--- src/rtl/dmem_responder.sv ---
// ----------------------------------------------------------------------------
// dmem_responder
//   Data-memory side of the load/store interface. Accepts one access per
//   req_valid/req_ready handshake. For stores it shifts the data and byte
//   enables to the addressed lanes. For loads it issues a word read on the
//   SRAM port, waits a variable number of cycles for mem_rvalid, and then
//   returns the extracted, sign- or zero-extended result. stall stays high
//   while an access is in flight.
//
// Parameters
//   ADDR_W       byte-address width (memory word address is ADDR_W-2 bits)
//   TIMEOUT_CYC  cycles spent waiting for mem_rvalid before a bus error
//
// Ports
//   clk, rst_n                         clock, asynchronous active-low reset
//   req_valid/req_ready                request handshake
//   req_we, req_addr, req_wdata,
//   req_wbyte_en, req_rsize,
//   req_unsigned                       access controls, sampled on accept
//   resp_valid, resp_rdata, bus_err,
//   misalign                           one-cycle completion signals
//   stall                              pipeline hold request
//   mem_req, mem_we, mem_addr, mem_be,
//   mem_wdata, mem_rdata, mem_rvalid   word-wide SRAM port
//
// Build option
//   DMEM_MISALIGN_TRAP_EN  when defined, misaligned half/word accesses are
//                          answered with a misalign pulse and never reach
//                          memory; otherwise the offset is masked to the
//                          natural alignment and the access proceeds.
// ----------------------------------------------------------------------------
module dmem_responder #(
    parameter int unsigned ADDR_W      = 32,
    parameter int unsigned TIMEOUT_CYC = 255
) (
    input  logic              clk,
    input  logic              rst_n,
    input  logic              req_valid,
    output logic              req_ready,
    input  logic              req_we,
    input  logic [ADDR_W-1:0] req_addr,
    input  logic [31:0]       req_wdata,
    input  logic [3:0]        req_wbyte_en,
    input  logic [1:0]        req_rsize,
    input  logic              req_unsigned,
    output logic              resp_valid,
    output logic [31:0]       resp_rdata,
    output logic              bus_err,
    output logic              misalign,
    output logic              stall,
    output logic              mem_req,
    output logic              mem_we,
    output logic [ADDR_W-3:0] mem_addr,
    output logic [3:0]        mem_be,
    output logic [31:0]       mem_wdata,
    input  logic [31:0]       mem_rdata,
    input  logic              mem_rvalid
);

    localparam int unsigned CNT_W  = 16;
    localparam int unsigned WADR_W = ADDR_W - 2;

    typedef enum logic [1:0] {
        IDLE    = 2'd0,
        WR      = 2'd1,
        RD_CMD  = 2'd2,
        RD_WAIT = 2'd3
    } state_e;

    state_e state_q, state_d;

    logic              req_ready_q, req_ready_d;
    logic              resp_valid_q, resp_valid_d;
    logic [31:0]       resp_rdata_q, resp_rdata_d;
    logic              bus_err_q, bus_err_d;
    logic              misalign_q, misalign_d;
    logic              mem_req_q, mem_req_d;
    logic              mem_we_q, mem_we_d;
    logic [WADR_W-1:0] mem_addr_q, mem_addr_d;
    logic [3:0]        mem_be_q, mem_be_d;
    logic [31:0]       mem_wdata_q, mem_wdata_d;
    logic [CNT_W-1:0]  cnt_q, cnt_d;
    logic [1:0]        off_q, off_d;
    logic [1:0]        rsize_q, rsize_d;
    logic              uns_q, uns_d;

    logic              accept_c;
    logic              trap_c;
    logic              timeout_c;
    logic              is_word_c;
    logic              is_half_c;
    logic [1:0]        off_raw_c;
    logic [1:0]        eff_off_c;
    logic [31:0]       rd_shift_c;
    logic [31:0]       load_ext_c;

    assign accept_c  = req_valid & req_ready_q;
    assign timeout_c = (cnt_q == CNT_W'(TIMEOUT_CYC - 1));

    // Access size decode: stores are sized by their enable pattern, loads by rsize.
    always_comb begin
        off_raw_c = req_addr[1:0];
        if (req_we) begin
            is_word_c = (req_wbyte_en == 4'b1111);
            is_half_c = (req_wbyte_en == 4'b0011);
        end else begin
            is_word_c = req_rsize[1];
            is_half_c = (req_rsize == 2'b01);
        end
        // Lane offset forced to the natural alignment of the access size.
        if (is_word_c) begin
            eff_off_c = 2'b00;
        end else if (is_half_c) begin
            eff_off_c = {off_raw_c[1], 1'b0};
        end else begin
            eff_off_c = off_raw_c;
        end
    end

`ifdef DMEM_MISALIGN_TRAP_EN
    assign trap_c = (is_half_c & off_raw_c[0]) | (is_word_c & (off_raw_c != 2'b00));
`else
    assign trap_c = 1'b0;
`endif

    // Load data extraction from the returned word.
    always_comb begin
        rd_shift_c = mem_rdata >> {off_q, 3'b000};
        case (rsize_q)
            2'b00:   load_ext_c = {{24{rd_shift_c[7]  & ~uns_q}}, rd_shift_c[7:0]};
            2'b01:   load_ext_c = {{16{rd_shift_c[15] & ~uns_q}}, rd_shift_c[15:0]};
            default: load_ext_c = rd_shift_c;
        endcase
    end

    // State register.
    always_ff @(posedge clk or negedge rst_n) begin
        if (!rst_n) begin
            state_q <= IDLE;
        end else begin
            state_q <= state_d;
        end
    end

    // Next-state logic.
    always_comb begin
        state_d = state_q;
        case (state_q)
            IDLE: begin
                if (accept_c && !trap_c) begin
                    state_d = req_we ? WR : RD_CMD;
                end
            end
            WR:      state_d = IDLE;
            RD_CMD:  state_d = RD_WAIT;
            RD_WAIT: begin
                if (mem_rvalid || timeout_c) begin
                    state_d = IDLE;
                end
            end
            default: state_d = IDLE;
        endcase
    end

    // Output / datapath next values; strobes default low, bus fields hold.
    always_comb begin
        req_ready_d  = (state_d == IDLE);
        resp_valid_d = 1'b0;
        resp_rdata_d = 32'h0;
        bus_err_d    = 1'b0;
        misalign_d   = 1'b0;
        mem_req_d    = 1'b0;
        mem_we_d     = 1'b0;
        mem_addr_d   = mem_addr_q;
        mem_be_d     = mem_be_q;
        mem_wdata_d  = mem_wdata_q;
        cnt_d        = cnt_q;
        off_d        = off_q;
        rsize_d      = rsize_q;
        uns_d        = uns_q;

        case (state_q)
            IDLE: begin
                if (accept_c) begin
                    off_d   = eff_off_c;
                    rsize_d = req_rsize;
                    uns_d   = req_unsigned;
                    if (trap_c) begin
                        misalign_d   = 1'b1;
                        resp_valid_d = 1'b1;
                    end else begin
                        mem_req_d  = 1'b1;
                        mem_addr_d = req_addr[ADDR_W-1:2];
                        if (req_we) begin
                            // Store completes in the same cycle its command is on the bus.
                            mem_we_d     = 1'b1;
                            mem_be_d     = 4'(req_wbyte_en << eff_off_c);
                            mem_wdata_d  = req_wdata << {eff_off_c, 3'b000};
                            resp_valid_d = 1'b1;
                        end else begin
                            mem_be_d    = 4'b1111;
                            mem_wdata_d = 32'h0;
                        end
                    end
                end
            end
            RD_CMD: begin
                cnt_d = '0;
            end
            RD_WAIT: begin
                cnt_d = cnt_q + CNT_W'(1);
                // Data takes priority over a coincident timeout.
                if (mem_rvalid) begin
                    resp_valid_d = 1'b1;
                    resp_rdata_d = load_ext_c;
                end else if (timeout_c) begin
                    resp_valid_d = 1'b1;
                    bus_err_d    = 1'b1;
                end
            end
            default: ;
        endcase
    end

    // Registered outputs and access context.
    always_ff @(posedge clk or negedge rst_n) begin
        if (!rst_n) begin
            req_ready_q  <= 1'b1;
            resp_valid_q <= 1'b0;
            resp_rdata_q <= 32'h0;
            bus_err_q    <= 1'b0;
            misalign_q   <= 1'b0;
            mem_req_q    <= 1'b0;
            mem_we_q     <= 1'b0;
            mem_addr_q   <= '0;
            mem_be_q     <= 4'h0;
            mem_wdata_q  <= 32'h0;
            cnt_q        <= '0;
            off_q        <= 2'b00;
            rsize_q      <= 2'b00;
            uns_q        <= 1'b0;
        end else begin
            req_ready_q  <= req_ready_d;
            resp_valid_q <= resp_valid_d;
            resp_rdata_q <= resp_rdata_d;
            bus_err_q    <= bus_err_d;
            misalign_q   <= misalign_d;
            mem_req_q    <= mem_req_d;
            mem_we_q     <= mem_we_d;
            mem_addr_q   <= mem_addr_d;
            mem_be_q     <= mem_be_d;
            mem_wdata_q  <= mem_wdata_d;
            cnt_q        <= cnt_d;
            off_q        <= off_d;
            rsize_q      <= rsize_d;
            uns_q        <= uns_d;
        end
    end

    assign req_ready  = req_ready_q;
    assign resp_valid = resp_valid_q;
    assign resp_rdata = resp_rdata_q;
    assign bus_err    = bus_err_q;
    assign misalign   = misalign_q;
    assign mem_req    = mem_req_q;
    assign mem_we     = mem_we_q;
    assign mem_addr   = mem_addr_q;
    assign mem_be     = mem_be_q;
    assign mem_wdata  = mem_wdata_q;

    // Stall covers both a blocked request and any access still in flight.
    assign stall = (req_valid & ~req_ready_q) | (state_q != IDLE);

endmodule

--- config.mk ---
export PLATFORM = sky130hd
export DESIGN_NAME = dmem_responder
export DESIGN_NICKNAME = d
export VERILOG_FILES = /design/src/rtl/dmem_responder.sv
export SDC_FILE = /design/constraint.sdc
export NUM_CORES = 1
export LEC_CHECK = 0
export ABC_AREA = 1
export CELL_PAD_IN_SITES_DETAIL_PLACEMENT = 1
export CELL_PAD_IN_SITES_GLOBAL_PLACEMENT = 1
export CORE_ASPECT_RATIO = 1.2
export CORE_MARGIN = 4
export CORE_UTILIZATION = 35
export CTS_CLUSTER_DIAMETER = 120
export CTS_CLUSTER_SIZE = 25
export DETAILED_ROUTE_END_ITERATION = 7
export GPL_ROUTABILITY_DRIVEN = 0
export PLACE_DENSITY = 0.94
export SYNTH_ARGS = -nofsm -noshare
export SYNTH_HDL_FRONTEND = slang
export SYNTH_SLANG_ARGS = --single-unit
export TNS_END_PERCENT = 5
--- constraint.sdc ---
create_clock -name clk -period 2.5 [get_ports clk]
set_input_delay 0.5 -clock clk [delete_from_list [all_inputs] [get_ports clk]]
set_output_delay 0.5 -clock clk [all_outputs]
set_load 0.01 [all_outputs]
==> impl_results.md, run 1 <==
- FILL cells: 2107
- Synth area leader: dfrtp_1
- Initial DRC Count: 401
- CTS tree: built
- Hold/Removal Path Class: input pin to async pin
- Final ANT Viol Nets: 0
- Worst slack at placement: 0.154 ns
- CTS Hold Bufs: 0
- Ant diodes: 0
- Peak VDD IR: 0.596 mV
- Status: complete, no violations
- Largest family of logic cells by synthesized area: simple AND/OR/NAND/NOR gates
- Complex-gate fraction of the synthesized area: 8.37%
- CTS Buf Count: 17
- Asr flop ratio synth: 100%
- Area Overhead vs Synth: 47.2%
- Synthesis Warnings: 0
- Initial core utilization: 35.5%
- H-tree Lvls: 4
- Worst-path cell chain: inv_1 -> ha_1 -> o21ai_0 -> clkdlybuf4s50_1
- Slew HR: 64.1%
- Arr. time, crit path: 1.81 ns
- Fin crit period: 2.31 ns
- Clock Tree Root: clkbuf_16
- Total Nets Final: 1107
- Worst setup margin: 0.191 ns
- Vias per cell: 5.16
- Hold Slack: 0.0628 ns
- Worst skew pair latency: 0.42 ns
- Max-cap viol count: 0
- Post-Route WL: 22400 um
- XOR/XNOR share of the synthesized area: 0%
- Core Util, Final: 52.3%
- Die H: 154 um
- Pwr/cell area: 1040 nW/um^2
- Largest net degree at the start of global routing: 44
- Routed WL per cell: 18.2 um
- CP required: 2.00 ns
- Slew Viols, Final: 0
- Initial antenna violation count: 0
- Mapped Cells: 788
- Proportion of layout cells with a drive suffix above 1: 7.85%
- Synthesized Nets: 902
- Fraction of the mapped netlist area in simple logic gates: 32.1%
- Port bufs: 211
- Count of cell types in the netlist: 39
- Die Wd: 130 um
- CORE AREA: 17500 um^2
- P_leak: 4.45 nW
- Synth Flop Type: dfrtp_1
- Final hold violation count: 0
- Worst path max stage delay: 0.57 ns
- Fin crit share: 92.4%
- Layout Skew: 0.00947 ns
- Tot GR Track Use: 23.0%
- Yosys top cell area share: 50.3%
- Die area: 20000 um^2
- Fmax: 433 MHz
- # Post-CTS Setup Buffers: 0
- CP startpoint kind: flop
- Detail Placement HPWL: 16400 um
- Worst-path fanout max: 4
- RSZ-0062 raised after global routing: false
- Sink Count: 126
- CTS Buffer Depth: 2
- Mean Syn Cell Area: 7.90 um^2
- EDFF count, synth: 0
- First-pass GRT wire length: 36100 um
- Area contributors post-synth: dfrtp_1 (50%), nand2_1 (18%), nand3_1 (6.5%), inv_1 (3.3%), o21ai_0 (2.7%)
- Mux cell area share after synthesis: 0.161%
- Post-synthesis sequential area ratio: 50.7%
- Fraction of the mapped netlist area in adder cells: 1.21%
- DRT Pass-1 Iters: 5
- Row cnt: 53
- Vias in the first global route: 7041
- DRC violations left: 0
- Synth Register Bits: 126
- Final number of setup-violating endpoints: 0
- Worst Tran Pin Value: 0.538 ns
- Setup TNS: 0 ns
- Synthesized area: 6220 um^2
- Crit end category: primary output
- Total power: 9.49 mW
- Worst-path clk slew: 0.06 ns
- IO Count: 213
- Via Count: 6332
- Post-CTS resize count: 0
- CP Class: flop to primary output
- Slowest-stage cell, CP: clkdlybuf4s50_1
- GRT overflow: 0
==> power breakdown <==
| group | internal (mW) | leakage, nW | switching (mW) |
|---|---|---|---|
| registers | 2.66 | 1.66 | 0.443 |
| logic | 1.68 | 2.47 | 1.97 |
| clock network | 1.76 | 0.310 | 0.974 |
==> final timing paths <==
kind	start	to	slack, ns	cells past startpoint
worst max-delay path	state_q[0]	stall	0.19	4
worst min-delay path	rst_n	mem_addr[21]	0.06	1
worst max register to register	off_q[1]	resp_rdata[17]	0.41	7
worst min register to register	mem_addr[26]	mem_addr[26]	0.48	2
max in group asynchronous	rst_n	resp_rdata[23]	1.78	2
min in group clk	mem_addr[26]	mem_addr[26]	0.48	2
==> final cells by class <==
cell class	count	area, um^2	area share, %
Clock buffer	21	470	5.14
Inverter	60	229	2.50
Sequential cell	126	3150	34.4
Timing Repair Buffer	225	2240	24.5
Tap cell	220	275	3.01
Clock inverter	11	179	1.95
Multi-Input combinational cell	563	2610	28.5
==> metal layers <==
layer  wire (um)  GRT usage [%]  vias to the layer above
met3        1700           6.91                       71
li1            -              -                     2930
met1        8250           25.4                     3056
met5           0              0                        -
met4         849           10.0                        0
met2       11600           40.2                      275
==> flip-flops by register name, summed over array words and instances, names as in the netlist, 2 cells and up <==
signal	count
rsize_q	2
mem_wdata	32
mem_be	4
state_q	2
resp_rdata	32
cnt_q	16
off_q	2
mem_addr	30
==> stage by stage <==
step / area, um^2 / instances
after floorplan: 6220 / 788
after global placement: 8510 / 1194
after detailed placement: 8510 / 1194
after CTS: 9160 / 1226
after global routing: 9160 / 1226
final: 9160 / 1226
==> cells in the final DEF, fill, tap and decap left out, types with 3 or more instances in the layout <==
cell type,instances
nand3b_1,7
nor2_2,12
a21oi_1,31
nand2_1,306
bufinv_16,4
nor2_1,29
nand4_1,6
o21ai_1,11
nor2_4,3
nand3_1,81
o21ai_0,33
buf_4,13
clkbuf_16,17
ha_1,6
o211ai_1,6
clkinv_4,3
nand2_2,3
dfrtp_1,125
nand2_4,4
clkdlybuf4s50_1,210
inv_1,55
a31oi_1,9
clkbuf_8,3
==> kinds of logic (layout without fill, tap and decap cells) <==
family / Yosys count / after routing
simple gates: 459 / 459
flops: 126 / 126
buf+inv: 99 / 317
compound gates: 96 / 96
fa+ha+maj: 6 / 6
other cells: 1 / 1
mux: 1 / 1
==> synth_stat cells (all sizes together) (2+ instances only) <==
master,n
clkbuf,12
a31oi,9
a22oi,2
nand3b,7
inv,58
o22ai,2
nand3,84
clkinv,2
a21oi,31
nor2,44
o21a,2
nand4,6
nand2,313
ha,6
nor3,2
dfrtp,125
buf,27
o21ai,44
o211ai,6
or2,2
==> worst max-delay path, delay by kind of cell, from the launching register on <==
family / cells / cell delay (ns)
adders and majority gates: 1 / 0.24
buffers and inverters: 2 / 0.67
AOI/OAI and AO/OA: 1 / 0.09
DFF: 1 / 0.39
Power figures use the tool's default switching activity.
==> run 2: changes to the inputs <==
--- a/config.mk
+++ b/config.mk
@@ -15,7 +15,8 @@
 export CTS_CLUSTER_SIZE = 25
 export DETAILED_ROUTE_END_ITERATION = 7
 export GPL_ROUTABILITY_DRIVEN = 0
-export PLACE_DENSITY = 0.94
+export PLACE_DENSITY_LB_ADDON = 0.1
+export SKIP_CTS_REPAIR_TIMING = 1
 export SYNTH_ARGS = -nofsm -noshare
 export SYNTH_HDL_FRONTEND = slang
 export SYNTH_SLANG_ARGS = --single-unit
==> run 2 against run 1 <==
Non-clock buffer count up 4. Clock power fell by 3%. First-iteration DRC count down 32%. Sequential share of layout area barely moved. Clock-buffer cell count shrank 2. Critical path type unchanged. Critical endpoint unchanged.
==> impl_results.md, run 2 (synthesized netlist as in run 1, its figures left out) <==
- Status: complete, no violations
- Fin crit period: 2.32 ns
- Crit end category: primary output
- Fmax: 432 MHz
- Slew HR: 60.8%
- Commonest non-fill, non-tap cell in the layout: nand2_1
- Reg2reg setup slack: 0.74 ns
- Clock Tree Root: clkbuf_16
- Worst-path clk slew: 0.06 ns
- Via Count: 6032
- Initial DRC Count: 271
- Slew Viols, Final: 0
- Setup TNS: 0 ns
- Hold/Removal Path Class: input pin to async pin
- Ant diodes: 0
- Die Wd: 130 um
- Tot GR Track Use: 21.8%
- Final hold violation count: 0
- Max-cap viol count: 0
- P_leak: 4.44 nW
- RSZ-0062 raised after global routing: false
- Area Overhead vs Synth: 47.1%
- Core Util, Final: 52.3%
- Proportion of layout cells with a drive suffix above 1: 8.12%
- Arr. time, crit path: 1.82 ns
- Reg-to-Reg Start: state_q[0]
- Total Nets Final: 1111
- WP buf/inv: 2
- GRT overflow: 0
- CTS Buf Count: 17
- CP startpoint kind: flop
- CP required: 2.00 ns
- Final instance area: 9150 um^2
- DRT Pass-1 Iters: 4
- Sink Count: 126
- Routed WL per cell: 17.4 um
- Worst path max stage delay: 0.56 ns
- Worst slack at placement: 0.216 ns
- Pwr/cell area: 1020 nW/um^2
- Row cnt: 53
- H-tree Lvls: 4
- CORE AREA: 17500 um^2
- Worst-path cell chain: inv_1 -> ha_1 -> o21ai_0 -> clkdlybuf4s50_1
- Die H: 154 um
- Kind of cell adding the most delay to the critical path: buffers and inverters
- Hold Slack: 0.0333 ns
- Worst-path fanout max: 4
- Final ANT Viol Nets: 0
- First-pass GRT wire length: 33900 um
- Fin crit share: 92.6%
- Worst Tran Pin Value: 0.585 ns
- Vias in the first global route: 6470
- Vias per cell: 4.90
- CTS Buffer Depth: 2
- Worst reg2reg path depth: 9
- Detail Placement HPWL: 15600 um
- Slowest-stage cell, CP: clkdlybuf4s50_1
- R2r endpoint: mem_be[3]
- IO Count: 213
- CP Class: flop to primary output
- Worst setup margin: 0.185 ns
- Initial core utilization: 35.5%
- Worst skew pair latency: 0.42 ns
- Layout Skew: 0.0105 ns
- Port bufs: 211
- Final number of setup-violating endpoints: 0
- Die area: 20000 um^2
- DRC violations left: 0
- Peak VDD IR: 0.532 mV
- Post-Route WL: 21400 um
- Largest net degree at the start of global routing: 51
- Most frequent cells in the layout: nand2_1 (306), clkdlybuf4s50_1 (210), dfrtp_1 (125)
- Initial antenna violation count: 0
- Placed inst area: 8530 um^2
- CTS tree: built
run 2: worst max-delay path by stage:
stage	from	end	slack, ns	cells after the start
after floorplan	req_ready	mem_be[3]	0.98	9
after detailed placement	req_we	mem_wdata[29]	0.22	9
after global placement	req_we	mem_be[2]	0.25	9
final	state_q[0]	stall	0.18	4
after global routing	state_q[0]	stall	0.10	4
after CTS	state_q[0]	stall	0.16	4
run 2: layer usage:
metal	GRT usage [%]	up-vias	part of all wire, %
li1	-	2931	-
met1	25.5	2903	40
met2	37.3	166	50
met3	6.57	32	7.0
met4	8.07	0	2.6
met5	0	-	0
run 2: where the power goes:
part           internal, mW  leakage [nW]  switching [mW]  total (mW)
Sequential             2.66          1.66           0.380        3.04
Clock                  1.67         0.290           0.983        2.66
Combinational          1.71          2.49            1.97        3.67
Total                  6.04          4.44            3.33        9.37
run 2: area by class of cell:
type | instances | area, um^2
Tap cell | 220 | 275
Clock buffer | 19 | 433
Multi-Input combinational cell | 563 | 2610
Inverter | 60 | 229
Timing Repair Buffer | 229 | 2260
Fill cell | 2118 | 8360
Sequential cell | 126 | 3150
Clock inverter | 13 | 190
run 2: stage by stage:
step                std cells  power [mW]
finish                   1230        9.37
global route             1230        9.99
CTS                      1230        9.49
detailed placement       1198        6.76
global placement         1198        6.70
floorplan                 788        4.85
